==> config.mk <==
export PLATFORM = sky130hd
export DESIGN_NAME = jt12_mmr_queue_flat
export DESIGN_NICKNAME = d
export VERILOG_FILES = /design/src/rtl/jt12_mmr_pkg.sv /design/src/rtl/jt12_mmr_queue_if.sv /design/src/rtl/jt12_mmr_fifo.sv /design/src/rtl/jt12_mmr_queue.sv /design/src/flat_wrapper.sv
export SDC_FILE = /design/constraint.sdc
export NUM_CORES = 1
export LEC_CHECK = 0
export ABC_AREA = 1
export BUFFER_PORTS_ARGS = -buffer_cell sky130_fd_sc_hd__buf_2
export CORE_MARGIN = 2
export CORE_UTILIZATION = 25
export CTS_CLUSTER_SIZE = 16
export DETAILED_ROUTE_END_ITERATION = 8
export PLACE_DENSITY = 0.48
export SYNTH_ARGS = -nofsm -noshare
export SYNTH_HDL_FRONTEND = slang
export SYNTH_HIERARCHICAL = 1
export SYNTH_SLANG_ARGS = --single-unit
==> constraint.sdc <==
create_clock -name clk -period 6.5 [get_ports clk]
set_clock_uncertainty 0.2 [all_clocks]
set_input_delay 1.95 -clock clk [delete_from_list [all_inputs] [get_ports clk]]
set_output_delay 1.95 -clock clk [all_outputs]
set_load 0.01 [all_outputs]
==> src/rtl/jt12_mmr_pkg.sv <==
`default_nettype none
// +-------------------------------------------------------------------------+
// | jt12_mmr_pkg : register map constants and queue entry type for jt12_mmr |
// | Rev 1.0                                                                 |
// +-------------------------------------------------------------------------+
package jt12_mmr_pkg;

  // Global (bank-independent) registers
  localparam logic [7:0] REG_TEST       = 8'h21;
  localparam logic [7:0] REG_LFO        = 8'h22;
  localparam logic [7:0] REG_TIMER_A_HI = 8'h24;
  localparam logic [7:0] REG_TIMER_A_LO = 8'h25;
  localparam logic [7:0] REG_TIMER_B    = 8'h26;
  localparam logic [7:0] REG_TIMER_CTRL = 8'h27;
  localparam logic [7:0] REG_KEY_ON     = 8'h28;
  localparam logic [7:0] REG_DAC        = 8'h2A;
  localparam logic [7:0] REG_DAC_EN     = 8'h2B;
  localparam logic [7:0] REG_GLOBAL_END = 8'h2F;

  localparam logic [7:0] CH_REG_BASE    = 8'h30;
  localparam logic [7:0] FREQ_REG_BASE  = 8'hA0;

  // Entry bank field is sized for up to 16 banks
  localparam int ENTRY_BANK_W = 4;

  typedef struct packed {
    logic [ENTRY_BANK_W-1:0] bank;
    logic [7:0]              reg_num;
    logic [7:0]              data;
  } wr_entry_t;

  function automatic int bw_of(input int n);
    return (n > 1) ? $clog2(n) : 1;
  endfunction

endpackage
`default_nettype wire

==> src/rtl/jt12_mmr_queue_if.sv <==
`default_nettype none
// +-------------------------------------------------------------------------+
// | jt12_mmr_queue_if : CPU port and register-file port bundle              |
// | Shadow read signals exist only with JT12_MMR_SHADOW_EN. Rev 1.0          |
// +-------------------------------------------------------------------------+
interface jt12_mmr_queue_if #(
  parameter int BANKS       = 2,
  parameter int CH_PER_BANK = 3
);
  localparam int BW  = jt12_mmr_pkg::bw_of(BANKS);
  localparam int CHW = jt12_mmr_pkg::bw_of(BANKS * CH_PER_BANK);

  logic           cpu_write;
  logic [BW:0]    cpu_addr;
  logic [7:0]     cpu_din;
  logic           cpu_busy;
  logic           full;
  logic           overflow;
  logic           ovf_clr;
  logic           wr_valid;
  logic           wr_ready;
  logic [7:0]     wr_reg;
  logic [7:0]     wr_data;
  logic [BW-1:0]  wr_bank;
  logic           wr_global;
  logic [CHW-1:0] wr_ch;
  logic [1:0]     wr_op;
`ifdef JT12_MMR_SHADOW_EN
  logic [8+BW-1:0] rd_addr;
  logic [7:0]      rd_data;

  modport slave (
    input  cpu_write, cpu_addr, cpu_din, ovf_clr, wr_ready, rd_addr,
    output cpu_busy, full, overflow, wr_valid, wr_reg, wr_data, wr_bank,
           wr_global, wr_ch, wr_op, rd_data
  );
  modport master (
    output cpu_write, cpu_addr, cpu_din, ovf_clr, wr_ready, rd_addr,
    input  cpu_busy, full, overflow, wr_valid, wr_reg, wr_data, wr_bank,
           wr_global, wr_ch, wr_op, rd_data
  );
`else
  modport slave (
    input  cpu_write, cpu_addr, cpu_din, ovf_clr, wr_ready,
    output cpu_busy, full, overflow, wr_valid, wr_reg, wr_data, wr_bank,
           wr_global, wr_ch, wr_op
  );
  modport master (
    output cpu_write, cpu_addr, cpu_din, ovf_clr, wr_ready,
    input  cpu_busy, full, overflow, wr_valid, wr_reg, wr_data, wr_bank,
           wr_global, wr_ch, wr_op
  );
`endif
endinterface
`default_nettype wire

==> src/rtl/jt12_mmr_fifo.sv <==
`default_nettype none
// +-------------------------------------------------------------------------+
// | jt12_mmr_fifo : DEPTH x WIDTH FIFO, head read straight from flop storage |
// | Rev 1.0                                                                 |
// +-------------------------------------------------------------------------+
module jt12_mmr_fifo #(
  parameter int DEPTH = 4,
  parameter int WIDTH = 8
) (
  input  wire logic                     clk,
  input  wire logic                     rst,
  input  wire logic                     push,
  input  wire logic [WIDTH-1:0]         din,
  input  wire logic                     pop,
  output logic      [WIDTH-1:0]         dout,
  output logic                          valid,
  output logic      [$clog2(DEPTH):0]   count,
  output logic                          drop
);
  localparam int PW = $clog2(DEPTH);

  logic [WIDTH-1:0] mem_q [DEPTH];
  logic [WIDTH-1:0] mem_d [DEPTH];
  logic [PW-1:0]    wr_ptr_q, wr_ptr_d;
  logic [PW-1:0]    rd_ptr_q, rd_ptr_d;
  logic [PW:0]      count_q, count_d;
  logic             full, do_push, do_pop;

  always_comb begin
    full    = (count_q == (PW+1)'(DEPTH));
    do_pop  = pop & (count_q != '0);
    // A full FIFO still takes a push when the head leaves in the same cycle
    do_push = push & (~full | do_pop);
    drop    = push & full & ~do_pop;

    mem_d    = mem_q;
    wr_ptr_d = wr_ptr_q;
    rd_ptr_d = rd_ptr_q;
    count_d  = count_q;
    if (do_push) begin
      mem_d[wr_ptr_q] = din;
      wr_ptr_d        = wr_ptr_q + 1'b1;
    end
    if (do_pop) begin
      rd_ptr_d = rd_ptr_q + 1'b1;
    end
    case ({do_push, do_pop})
      2'b10:   count_d = count_q + 1'b1;
      2'b01:   count_d = count_q - 1'b1;
      default: count_d = count_q;
    endcase
  end

  always_ff @(posedge clk) begin
    if (rst) begin
      wr_ptr_q <= '0;
      rd_ptr_q <= '0;
      count_q  <= '0;
    end else begin
      wr_ptr_q <= wr_ptr_d;
      rd_ptr_q <= rd_ptr_d;
      count_q  <= count_d;
    end
  end

  always_ff @(posedge clk) begin
    mem_q <= mem_d;
  end

  assign dout  = mem_q[rd_ptr_q];
  assign valid = (count_q != '0);
  assign count = count_q;

endmodule
`default_nettype wire

==> src/rtl/jt12_mmr_queue.sv <==
`default_nettype none
// +-------------------------------------------------------------------------+
// | jt12_mmr_queue : YM2612 CPU write front end with busy emulation, write  |
// | FIFO and field decode. Optional shadow RAM: JT12_MMR_SHADOW_EN. Rev 1.0 |
// +-------------------------------------------------------------------------+
module jt12_mmr_queue
  import jt12_mmr_pkg::*;
#(
  parameter int DEPTH       = 4,
  parameter int BANKS       = 2,
  parameter int CH_PER_BANK = 3,
  parameter int BUSY_CYCLES = 32
) (
  input wire logic         clk,
  input wire logic         rst,
  jt12_mmr_queue_if.slave  bus
);
  localparam int BW    = bw_of(BANKS);
  localparam int CHW   = bw_of(BANKS * CH_PER_BANK);
  localparam int CNT_W = (BUSY_CYCLES > 0) ? $clog2(BUSY_CYCLES + 1) : 1;

  logic [7:0]       sel_reg_q, sel_reg_d;
  logic [BW-1:0]    sel_bank_q, sel_bank_d;
  logic [CNT_W-1:0] busy_cnt_q, busy_cnt_d;
  logic             overflow_q, overflow_d;

  logic             addr_wr, data_wr, bad_ch, push, drop, head_valid, pop_fire;
  wr_entry_t        push_entry, head;
  logic [$bits(wr_entry_t)-1:0] head_raw;
  logic [$clog2(DEPTH):0]       count;
  logic [BW-1:0]    head_bank;
  logic [15:0]      ch_sum;

  always_comb begin
    addr_wr = bus.cpu_write & ~bus.cpu_addr[0];
    data_wr = bus.cpu_write &  bus.cpu_addr[0];
    // Channel slot 3 of each bank does not exist on the chip
    bad_ch  = (sel_reg_q >= CH_REG_BASE) && (sel_reg_q[1:0] == 2'd3);
    push    = data_wr & ~bad_ch;

    push_entry.bank    = ENTRY_BANK_W'(sel_bank_q);
    push_entry.reg_num = sel_reg_q;
    push_entry.data    = bus.cpu_din;

    sel_reg_d  = sel_reg_q;
    sel_bank_d = sel_bank_q;
    if (addr_wr) begin
      sel_reg_d  = bus.cpu_din;
      sel_bank_d = bus.cpu_addr[BW:1];
    end

    busy_cnt_d = busy_cnt_q;
    if (data_wr) begin
      busy_cnt_d = CNT_W'(BUSY_CYCLES);
    end else if (busy_cnt_q != '0) begin
      busy_cnt_d = busy_cnt_q - 1'b1;
    end

    overflow_d = overflow_q;
    if (bus.ovf_clr) overflow_d = 1'b0;
    if (drop)        overflow_d = 1'b1;
  end

  always_ff @(posedge clk) begin
    if (rst) begin
      sel_reg_q  <= 8'h00;
      sel_bank_q <= '0;
      busy_cnt_q <= '0;
      overflow_q <= 1'b0;
    end else begin
      sel_reg_q  <= sel_reg_d;
      sel_bank_q <= sel_bank_d;
      busy_cnt_q <= busy_cnt_d;
      overflow_q <= overflow_d;
    end
  end

  jt12_mmr_fifo #(
    .DEPTH (DEPTH),
    .WIDTH ($bits(wr_entry_t))
  ) u_fifo (
    .clk   (clk),
    .rst   (rst),
    .push  (push),
    .din   (push_entry),
    .pop   (bus.wr_ready),
    .dout  (head_raw),
    .valid (head_valid),
    .count (count),
    .drop  (drop)
  );

  always_comb begin
    head      = wr_entry_t'(head_raw);
    head_bank = head.bank[BW-1:0];
    pop_fire  = head_valid & bus.wr_ready;
    ch_sum    = 16'(head_bank) * 16'(CH_PER_BANK) + 16'(head.reg_num[1:0]);
  end

  assign bus.cpu_busy  = (busy_cnt_q != '0);
  assign bus.full      = (count == ($clog2(DEPTH)+1)'(DEPTH));
  assign bus.overflow  = overflow_q;
  assign bus.wr_valid  = head_valid;
  assign bus.wr_reg    = head.reg_num;
  assign bus.wr_data   = head.data;
  assign bus.wr_bank   = head_bank;
  assign bus.wr_global = (head.reg_num < CH_REG_BASE);
  assign bus.wr_ch     = ch_sum[CHW-1:0];
  assign bus.wr_op     = head.reg_num[3:2];

  logic unused_bits;
  assign unused_bits = ^{ch_sum[15:CHW], head.bank[ENTRY_BANK_W-1:BW]};

`ifdef JT12_MMR_SHADOW_EN
  localparam int SH_DEPTH = BANKS * 256;

  logic [7:0]      shadow_ram [SH_DEPTH];
  logic [8+BW-1:0] shadow_wa;
  logic [7:0]      rd_data_q, rd_data_d;

  assign shadow_wa = {head_bank, head.reg_num};

  // RAM contents deliberately survive reset
  always_ff @(posedge clk) begin
    if (pop_fire && (int'(shadow_wa) < SH_DEPTH)) begin
      shadow_ram[shadow_wa] <= head.data;
    end
  end

  always_comb begin
    rd_data_d = 8'h00;
    if (int'(bus.rd_addr) < SH_DEPTH) rd_data_d = shadow_ram[bus.rd_addr];
  end

  always_ff @(posedge clk) begin
    if (rst) rd_data_q <= 8'h00;
    else     rd_data_q <= rd_data_d;
  end

  assign bus.rd_data = rd_data_q;
`else
  logic unused_pop;
  assign unused_pop = pop_fire;
`endif

endmodule
`default_nettype wire

==> src/flat_wrapper.sv <==
// flat-port wrapper written by rule: the top's interface ports become plain ports
module jt12_mmr_queue_flat import jt12_mmr_pkg::*;
#(
  parameter int DEPTH       = 4,
  parameter int BANKS       = 2,
  parameter int CH_PER_BANK = 3,
  parameter int BUSY_CYCLES = 32
)
  (clk, rst, bus_cpu_write, bus_cpu_addr, bus_cpu_din, bus_ovf_clr, bus_wr_ready, bus_cpu_busy, bus_full, bus_overflow, bus_wr_valid, bus_wr_reg, bus_wr_data, bus_wr_bank, bus_wr_global, bus_wr_ch, bus_wr_op);
  jt12_mmr_queue_if #(.BANKS(BANKS), .CH_PER_BANK(CH_PER_BANK)) bus_i ();
  input wire logic clk;
  input wire logic rst;
  input wire logic [$bits(bus_i.cpu_write)-1:0] bus_cpu_write;
  input wire logic [$bits(bus_i.cpu_addr)-1:0] bus_cpu_addr;
  input wire logic [$bits(bus_i.cpu_din)-1:0] bus_cpu_din;
  input wire logic [$bits(bus_i.ovf_clr)-1:0] bus_ovf_clr;
  input wire logic [$bits(bus_i.wr_ready)-1:0] bus_wr_ready;
  output wire logic [$bits(bus_i.cpu_busy)-1:0] bus_cpu_busy;
  output wire logic [$bits(bus_i.full)-1:0] bus_full;
  output wire logic [$bits(bus_i.overflow)-1:0] bus_overflow;
  output wire logic [$bits(bus_i.wr_valid)-1:0] bus_wr_valid;
  output wire logic [$bits(bus_i.wr_reg)-1:0] bus_wr_reg;
  output wire logic [$bits(bus_i.wr_data)-1:0] bus_wr_data;
  output wire logic [$bits(bus_i.wr_bank)-1:0] bus_wr_bank;
  output wire logic [$bits(bus_i.wr_global)-1:0] bus_wr_global;
  output wire logic [$bits(bus_i.wr_ch)-1:0] bus_wr_ch;
  output wire logic [$bits(bus_i.wr_op)-1:0] bus_wr_op;
  assign bus_i.cpu_write = bus_cpu_write;
  assign bus_i.cpu_addr = bus_cpu_addr;
  assign bus_i.cpu_din = bus_cpu_din;
  assign bus_i.ovf_clr = bus_ovf_clr;
  assign bus_i.wr_ready = bus_wr_ready;
  assign bus_cpu_busy = bus_i.cpu_busy;
  assign bus_full = bus_i.full;
  assign bus_overflow = bus_i.overflow;
  assign bus_wr_valid = bus_i.wr_valid;
  assign bus_wr_reg = bus_i.wr_reg;
  assign bus_wr_data = bus_i.wr_data;
  assign bus_wr_bank = bus_i.wr_bank;
  assign bus_wr_global = bus_i.wr_global;
  assign bus_wr_ch = bus_i.wr_ch;
  assign bus_wr_op = bus_i.wr_op;
  jt12_mmr_queue #(.DEPTH(DEPTH), .BANKS(BANKS), .CH_PER_BANK(CH_PER_BANK), .BUSY_CYCLES(BUSY_CYCLES)) u_core (.clk(clk), .rst(rst), .bus(bus_i));
endmodule
==> metrics.md, run 1 <==
| Metric | Value |
|---|---|
| Result of the run | `completed` |
| FMAX | `about 200 MHz` |
| Arrival time worst endpoint | `2770 ps` |
| Vert. Die Dim | `126.9 um` |
| Netlist area before placement | `3775 sq um` |
| Largest voltage drop on the vdd net | `0.1663 mV` |
| Final core area utilization | `0.3021` |
| Longest Clk Path Bufs | `2` |
| Top-level port count | `42` |
| Max-slew violation total from the final report | `0` |
| Drt via density | `around 4.4` |
| Number of global-route vias before repair | `~2,400` |
| Fraction of power spent switching nets | `0.3207` |
| Synth warn | `6` |
| Synthesized Nets | `360` |
| Global route hottest layer | `met2` |
| Share of total power in sequential cells | `0.426` |
| Number of levels in the clock H-tree | `3` |
| Clock root buffer | `sky130_fd_sc_hd__clkbuf_16` |
| GR Layer Usage met1 | `0.1417` |
| Sum of net half-perimeters after detailed placement | `5.186 mm` |
| RD Place Congestion | `between 0.7 and 0.8` |
| Antenna-violating nets left | `0` |
| Post-CTS sizing | `0` |
| Wire length of the first global-routing pass | `approximately 13 mm` |
| Sum of negative setup slack | `0 ps` |
| Internal power summed over all cells | `0.001128 W` |
| Worst reg-to-reg setup slack | `~4000 ps` |
| Number of nets in the layout | `402` |
| Worst Max-Slew Pin Slew | `1002 ps` |
| First-pass iteration count of the detailed router | `4` |
| Total length of routed wires | `between 8 and 9 mm` |
| Combinational share of power | `0.260` |
| Worst skew pair latency | `about 340 ps` |
| Cell count of the worst hold path | `2` |
| Number of cells produced by synthesis | `around 340` |
| Max Fanout on Critical Path | `35` |
| TritonCTS clock tree | `built` |
| Switching power of the nets | `around 0.00053 W` |
| Global routing usage summed across all routing layers | `0.1047` |
| Hold violation total from the final report | `0` |
| Hold_ws | `around 300 ps` |
| Die footprint | `~16,000 sq um` |
| Worst reg2reg path startpoint | `u_core/sel_reg_q[7]$_SDFFE_PP0P_` |
| Crit Reg-Reg Endpoint | `u_core/u_fifo/count[2]$_SDFFE_PP0P_` |
| Die boundary width | `around 130 um` |
| Critical hold path startpoint | `u_core/bus.overflow$_SDFFE_PP0P_` |
| Average size of a mapped cell | `~11 sq um` |
| Fraction of power consumed by the clock network | `0.314` |
| Met3 Track Usage GR | `0.03163` |
| End of the worst hold path | `u_core/bus.overflow$_SDFFE_PP0P_` |
| Depth of the worst register-to-register path | `13` |
| Minimum clock period | `between 4000 and 5000 ps` |
| Port buffer count | `a little over 40` |
| Max capacitance violation total | `0` |
| Number of post-CTS setup repair buffers | `0` |
| Relative slew slack | `0.3310` |
| Most common cell after layout, fill and taps aside | `sky130_fd_sc_hd__edfxtp_1` |
| Classification of the worst-slack hold path | `flop to flop` |
| Period utilisation layout | `0.7567` |
| Required time of the critical path | `roughly 4400 ps` |
| Path type of the worst setup path | `flop to primary output` |
| Number of buffers created by CTS | `9` |
| Sink Count | `91` |
| Clk slew on worst S/H paths | `around 60 ps` |
| Area of all placed cells without fillers | `approximately 4400 sq um` |
| Grt total ovfl | `0` |
| Crit start category | `flop` |
| P&R area growth vs syn | `17.20%` |
| Total of endpoints with negative setup slack in the final report | `0` |
| Total inserted antenna cells | `0` |
| Per-cell routed wire length | `roughly 14 um` |
| Maximum number of pins on one net before global-route repair | `36` |
| Ratio of cells with drive above 1 in the final layout | `0.1806` |
| Total design power | `between 0.0015 and 0.002 W` |
| Unrepaired setup endpoints after global routing | `false` |
| Most used cells in the layout excluding fill and tap cells | `sky130_fd_sc_hd__edfxtp_1, sky130_fd_sc_hd__nor2_1, sky130_fd_sc_hd__nand2_1` |
| Via Count | `approximately 2,500` |
| Static leakage | `roughly 1.7 nW` |
| Antenna violations before repair | `0` |
| Number of placement rows | `44` |
| Type of element capturing the critical path | `primary output` |
| Met2 GRT Util | `0.1635` |
| Initial DRC count | `approximately 200` |
| Starting utilization of the core area | `0.2578` |
| P per Cell Area | `approximately 380 nW/um^2` |
| Post-route DRC violation count | `0` |
| Post-CTS Hold Fix Bufs | `0` |
| Placement Cell Area | `about 4100 sq um` |
| Total core area | `14,640 sq um` |
==> flip-flops by register name, indices dropped and copies added (netlist names) <==
signal,flops
u_core/busy_cnt_q,6
u_core/bus.overflow,1
u_core/sel_bank_q,1
u_core/u_fifo/rd_ptr_q,2
u_core/sel_reg_q,8
u_core/u_fifo/count,3
u_core/u_fifo/wr_ptr_q,2
u_core/u_fifo/mem_q,68
==> critical path, cell delays in order, from the launching register on <==
cell                      delay (ps)
sky130_fd_sc_hd__dfxtp_1         980
sky130_fd_sc_hd__inv_6           260
sky130_fd_sc_hd__o21ai_1         210
sky130_fd_sc_hd__o22ai_1         120
sky130_fd_sc_hd__ha_1            210
sky130_fd_sc_hd__inv_1            60
sky130_fd_sc_hd__fa_1            400
sky130_fd_sc_hd__inv_1            60
sky130_fd_sc_hd__buf_2           120
==> per-stage QoR <==
step | std cells | worst slack [ps]
floorplan | 335 | 2626
global placement | 550 | 1948
detailed placement | 550 | 1844
CTS | 566 | 1479
global route | 566 | 1304
finish | 566 | 1582
==> per-layer routing <==
metal  routed length [um]  up-vias
met5                    0        -
met1                 3789     1192
met4                   75        0
met3                  443        8
li1                     -     1240
met2                 3777       60
==> final cells by class <==
type                       count  area (sq um)
fill                        1522         10220
sequential                    91          2502
multi-input combinational    198          1022
timing repair buffer          47         250.2
tap                          184         230.2
clock buffer                  10         229.0
inverter                      30         117.6
clock inverter                 6         72.57
==> how the worst max path moves through the flow <==
stage / start / to
finish: u_core/u_fifo/rd_ptr_q[0]$_SDFFE_PP0P_ / bus_wr_ch[1]
global route: u_core/u_fifo/rd_ptr_q[0]$_SDFFE_PP0P_ / bus_wr_ch[1]
CTS: u_core/u_fifo/rd_ptr_q[0]$_SDFFE_PP0P_ / bus_wr_ch[1]
floorplan: u_core/u_fifo/rd_ptr_q[0]$_SDFFE_PP0P_ / bus_wr_ch[1]
detailed placement: u_core/u_fifo/rd_ptr_q[0]$_SDFFE_PP0P_ / bus_wr_ch[1]
global placement: u_core/u_fifo/rd_ptr_q[0]$_SDFFE_PP0P_ / bus_wr_ch[1]
==> power by group through the flow <==
stage,clock [W],sequential (W),combinational (W)
finish,0.000521,0.000707,0.000432
global route,0.000557,0.000714,0.000502
CTS,0.000535,0.000708,0.000444
detailed placement,0,0.000721,0.000444
global placement,0,0.000718,0.000435
floorplan,0,0.000697,0.000343
No activity file was read; power rests on OpenSTA's default activity.
==> run 2: changes to the inputs <==
--- a/config.mk
+++ b/config.mk
@@ -5,13 +5,13 @@
 export SDC_FILE = /design/constraint.sdc
 export NUM_CORES = 1
 export LEC_CHECK = 0
-export ABC_AREA = 1
+export ABC_AREA = 0
 export BUFFER_PORTS_ARGS = -buffer_cell sky130_fd_sc_hd__buf_2
 export CORE_MARGIN = 2
 export CORE_UTILIZATION = 25
 export CTS_CLUSTER_SIZE = 16
 export DETAILED_ROUTE_END_ITERATION = 8
-export PLACE_DENSITY = 0.48
+export PLACE_DENSITY = 0.5
 export SYNTH_ARGS = -nofsm -noshare
 export SYNTH_HDL_FRONTEND = slang
 export SYNTH_HIERARCHICAL = 1
==> constraint.sdc (replaced) <==
create_clock -name clk -period 4.5 [get_ports clk]
set_clock_uncertainty 0.2 [all_clocks]
set_input_delay 1.35 -clock clk [delete_from_list [all_inputs] [get_ports clk]]
set_output_delay 1.35 -clock clk [all_outputs]
set_load 0.01 [all_outputs]
==> metrics.md, run 2 <==
| Metric | Value |
|---|---|
| Final core area utilization | `0.3053 (+0.003187)` |
| Average size of a mapped cell | `15.99 sq um (+42%)` |
| Most used cells in the layout excluding fill and tap cells | `sky130_fd_sc_hd__edfxtp_1, sky130_fd_sc_hd__buf_2, sky130_fd_sc_hd__dfxtp_1` |
| Number of cells produced by synthesis | `231 (-31%)` |
| Number of buffers created by CTS | `9 (unchanged)` |
| Classification of the worst-slack hold path | `flop to flop` |
| Netlist area before placement | `3695 sq um (-2.1%)` |
| RD Place Congestion | `0.6735 (-8.7%)` |
| Antenna-violating nets left | `0 (unchanged)` |
| Number of flip-flops under the largest register name | `68 (unchanged)` |
| Max capacitance violation total | `0 (unchanged)` |
| Post-CTS sizing | `0 (unchanged)` |
| Die footprint | `15,770 sq um (-2.1%)` |
| FMAX | `265.4 MHz` |
| Drt via density | `4.232 (-4.2%)` |
| Total placed cells including tap cells | `453 (-18%)` |
| Number of global-route vias before repair | `2,103 (-13%)` |
| Arrival time worst endpoint | `2220 ps (-550 ps)` |
| Path type of the worst setup path | `flop to primary output` |
| Static leakage | `1.570 nW (-6.4%)` |
| Period utilisation layout | `0.8374` |
| Hold violation total from the final report | `0 (unchanged)` |
| Number of levels in the clock H-tree | `3 (unchanged)` |
| Antenna violations before repair | `1 (+1)` |
| Max Fanout on Critical Path | `6 (-83%)` |
| Synth warn | `6 (unchanged)` |
| P per Cell Area | `554.2 nW/um^2 (+48%)` |
| Minimum clock period | `around 3800 ps` |
| Total design power | `0.002450 W (+48%)` |
| TritonCTS clock tree | `built` |
| Required time of the critical path | `2950 ps (-1400 ps)` |
| Total inserted antenna cells | `0 (unchanged)` |
| Placement Cell Area | `4121 sq um (about the same)` |
| Seq. cell area | `2502 sq um (unchanged)` |
| Clk slew on worst S/H paths | `70 ps (about the same)` |
| Ratio of cells with drive above 1 in the final layout | `0.3228 (+0.1422)` |
| Share of total power in sequential cells | `0.419 (-0.007)` |
| Fraction of power spent switching nets | `0.3125 (-0.008178)` |
| Multi-input logic area | `1075 sq um (+5.1%)` |
| Port buffer count | `41 (unchanged)` |
| Number of standard cells in the layout, taps in and fillers out | `469 (-17%)` |
| Synthesized Nets | `256 (-29%)` |
| Sum of negative setup slack | `0 ps (unchanged)` |
| Crit start category | `flop` |
| Result of the run | `completed` |
| Max-slew violation total from the final report | `0 (unchanged)` |
| Via Count | `1,985 (-21%)` |
| Type of element capturing the critical path | `primary output` |
| P&R area growth vs syn | `19.64%` |
| Relative slew slack | `0.4798 (+0.1488)` |
| Number of inserted filler cells in the final layout | `1,460 (-4.1%)` |
| First-pass iteration count of the detailed router | `4 (unchanged)` |
| Vert. Die Dim | `125.6 um (-1.0%)` |
| Initial DRC count | `186 (-8.8%)` |
| Total core area | `14,480 sq um (-1.1%)` |
| Per-cell routed wire length | `15.48 um (+8.3%)` |
| Number of post-CTS setup repair buffers | `0 (unchanged)` |
| Clock root buffer | `sky130_fd_sc_hd__clkbuf_16` |
| Starting utilization of the core area | `0.2552 (-0.002590)` |
| Switching power of the nets | `0.0007656 W (+44%)` |
| Reg with most FFs | `u_core/u_fifo/mem_q` |
| Top-level port count | `42 (unchanged)` |
| Total of endpoints with negative setup slack in the final report | `0 (unchanged)` |
| Maximum number of pins on one net before global-route repair | `22 (-39%)` |
| Sum of net half-perimeters after detailed placement | `5.063 mm (-2.4%)` |
| Most common cell after layout, fill and taps aside | `sky130_fd_sc_hd__edfxtp_1` |
| Worst Max-Slew Pin Slew | `778.6 ps (-223.4 ps)` |
| Worst skew pair latency | `340 ps (about the same)` |
| Combinational share of power | `0.275 (+0.015)` |
| Number of nets in the layout | `305 (-24%)` |
| Sink Count | `91 (unchanged)` |
| Unrepaired setup endpoints after global routing | `false` |
| Area of all placed cells without fillers | `4420 sq um (about the same)` |
| Number of placement rows | `44 (unchanged)` |
| Largest voltage drop on the vdd net | `0.2064 mV (+24%)` |
| Largest registers | `u_core/u_fifo/mem_q: 68 flops, u_core/sel_reg_q: 8 flops, u_core/busy_cnt_q: 6 flops` |
| Die boundary width | `125.6 um (-1.0%)` |
| Global routing usage summed across all routing layers | `0.09913 (-0.005613)` |
| Post-route DRC violation count | `0 (unchanged)` |
| Wire length of the first global-routing pass | `11.78 mm (-8.6%)` |
| Internal power summed over all cells | `0.001684 W (+49%)` |
| Longest Clk Path Bufs | `2 (unchanged)` |
| Fraction of power consumed by the clock network | `0.306 (-0.008)` |
| Post-CTS Hold Fix Bufs | `0 (unchanged)` |
| Total length of routed wires | `7.258 mm (-10%)` |
| Grt total ovfl | `0 (unchanged)` |
run 2: layout make-up:
type / count / share of cell area
Inverter: 15 / 0.01274
Timing Repair Buffer: 48 / 0.05831
Clock buffer: 9 / 0.05095
Multi-Input combinational cell: 115 / 0.2431
Sequential cell: 91 / 0.5661
Tap cell: 184 / 0.05208
Clock inverter: 7 / 0.01670
run 2: worst paths after layout:
kind	from	endpoint	slack (ps)	cells past startpoint
worst max-delay path	u_core/u_fifo/rd_ptr_q[0]$_SDFFE_PP0P_	bus_wr_ch[1]	730	6
worst min-delay path	u_core/bus.overflow$_SDFFE_PP0P_	u_core/bus.overflow$_SDFFE_PP0P_	300	2
worst min register to register	u_core/bus.overflow$_SDFFE_PP0P_	u_core/bus.overflow$_SDFFE_PP0P_	300	2
worst max register to register	u_core/sel_reg_q[5]$_SDFFE_PP0P_	u_core/u_fifo/count[2]$_SDFFE_PP0P_	2030	10
run 2: metrics by stage:
step,worst slack [ps],hold WS [ps]
2_1_floorplan,1039,260.0
3_3_place_gp,1060,263.1
3_5_place_dp,1043,279.0
4_1_cts,673.3,297.3
5_1_grt,603.7,330.9
6_report,731.6,300.2
run 2: per-layer routing:
| metal | routed length (um) | part of all wire | vias to the layer above | global-route usage |
|---|---|---|---|---|
| met5 | 11 | 0.0015 | - | 0 |
| met4 | 104 | 0.014 | 2 | 0.03725 |
| met3 | 356 | 0.049 | 10 | 0.03380 |
| met2 | 3571 | 0.49 | 40 | 0.1625 |
| met1 | 3214 | 0.44 | 979 | 0.1211 |
| li1 | - | - | 954 | - |
run 2: critical path, stage by stage (launching register included):
cell	delay, ps
sky130_fd_sc_hd__dfxtp_1	460
sky130_fd_sc_hd__buf_4	240
sky130_fd_sc_hd__mux4_2	530
sky130_fd_sc_hd__inv_1	100
sky130_fd_sc_hd__fa_1	380
sky130_fd_sc_hd__inv_1	50
sky130_fd_sc_hd__buf_2	120
run 2: power by group through the flow:
stage | clock (W) | sequential, W | combinational (W)
6_report | 0.000749 | 0.00103 | 0.000674
3_5_place_dp | 0 | 0.00105 | 0.000691
2_1_floorplan | 0 | 0.00103 | 0.000515
5_1_grt | 0.000802 | 0.00104 | 0.000750
3_3_place_gp | 0 | 0.00104 | 0.000691
4_1_cts | 0.000770 | 0.00103 | 0.000693
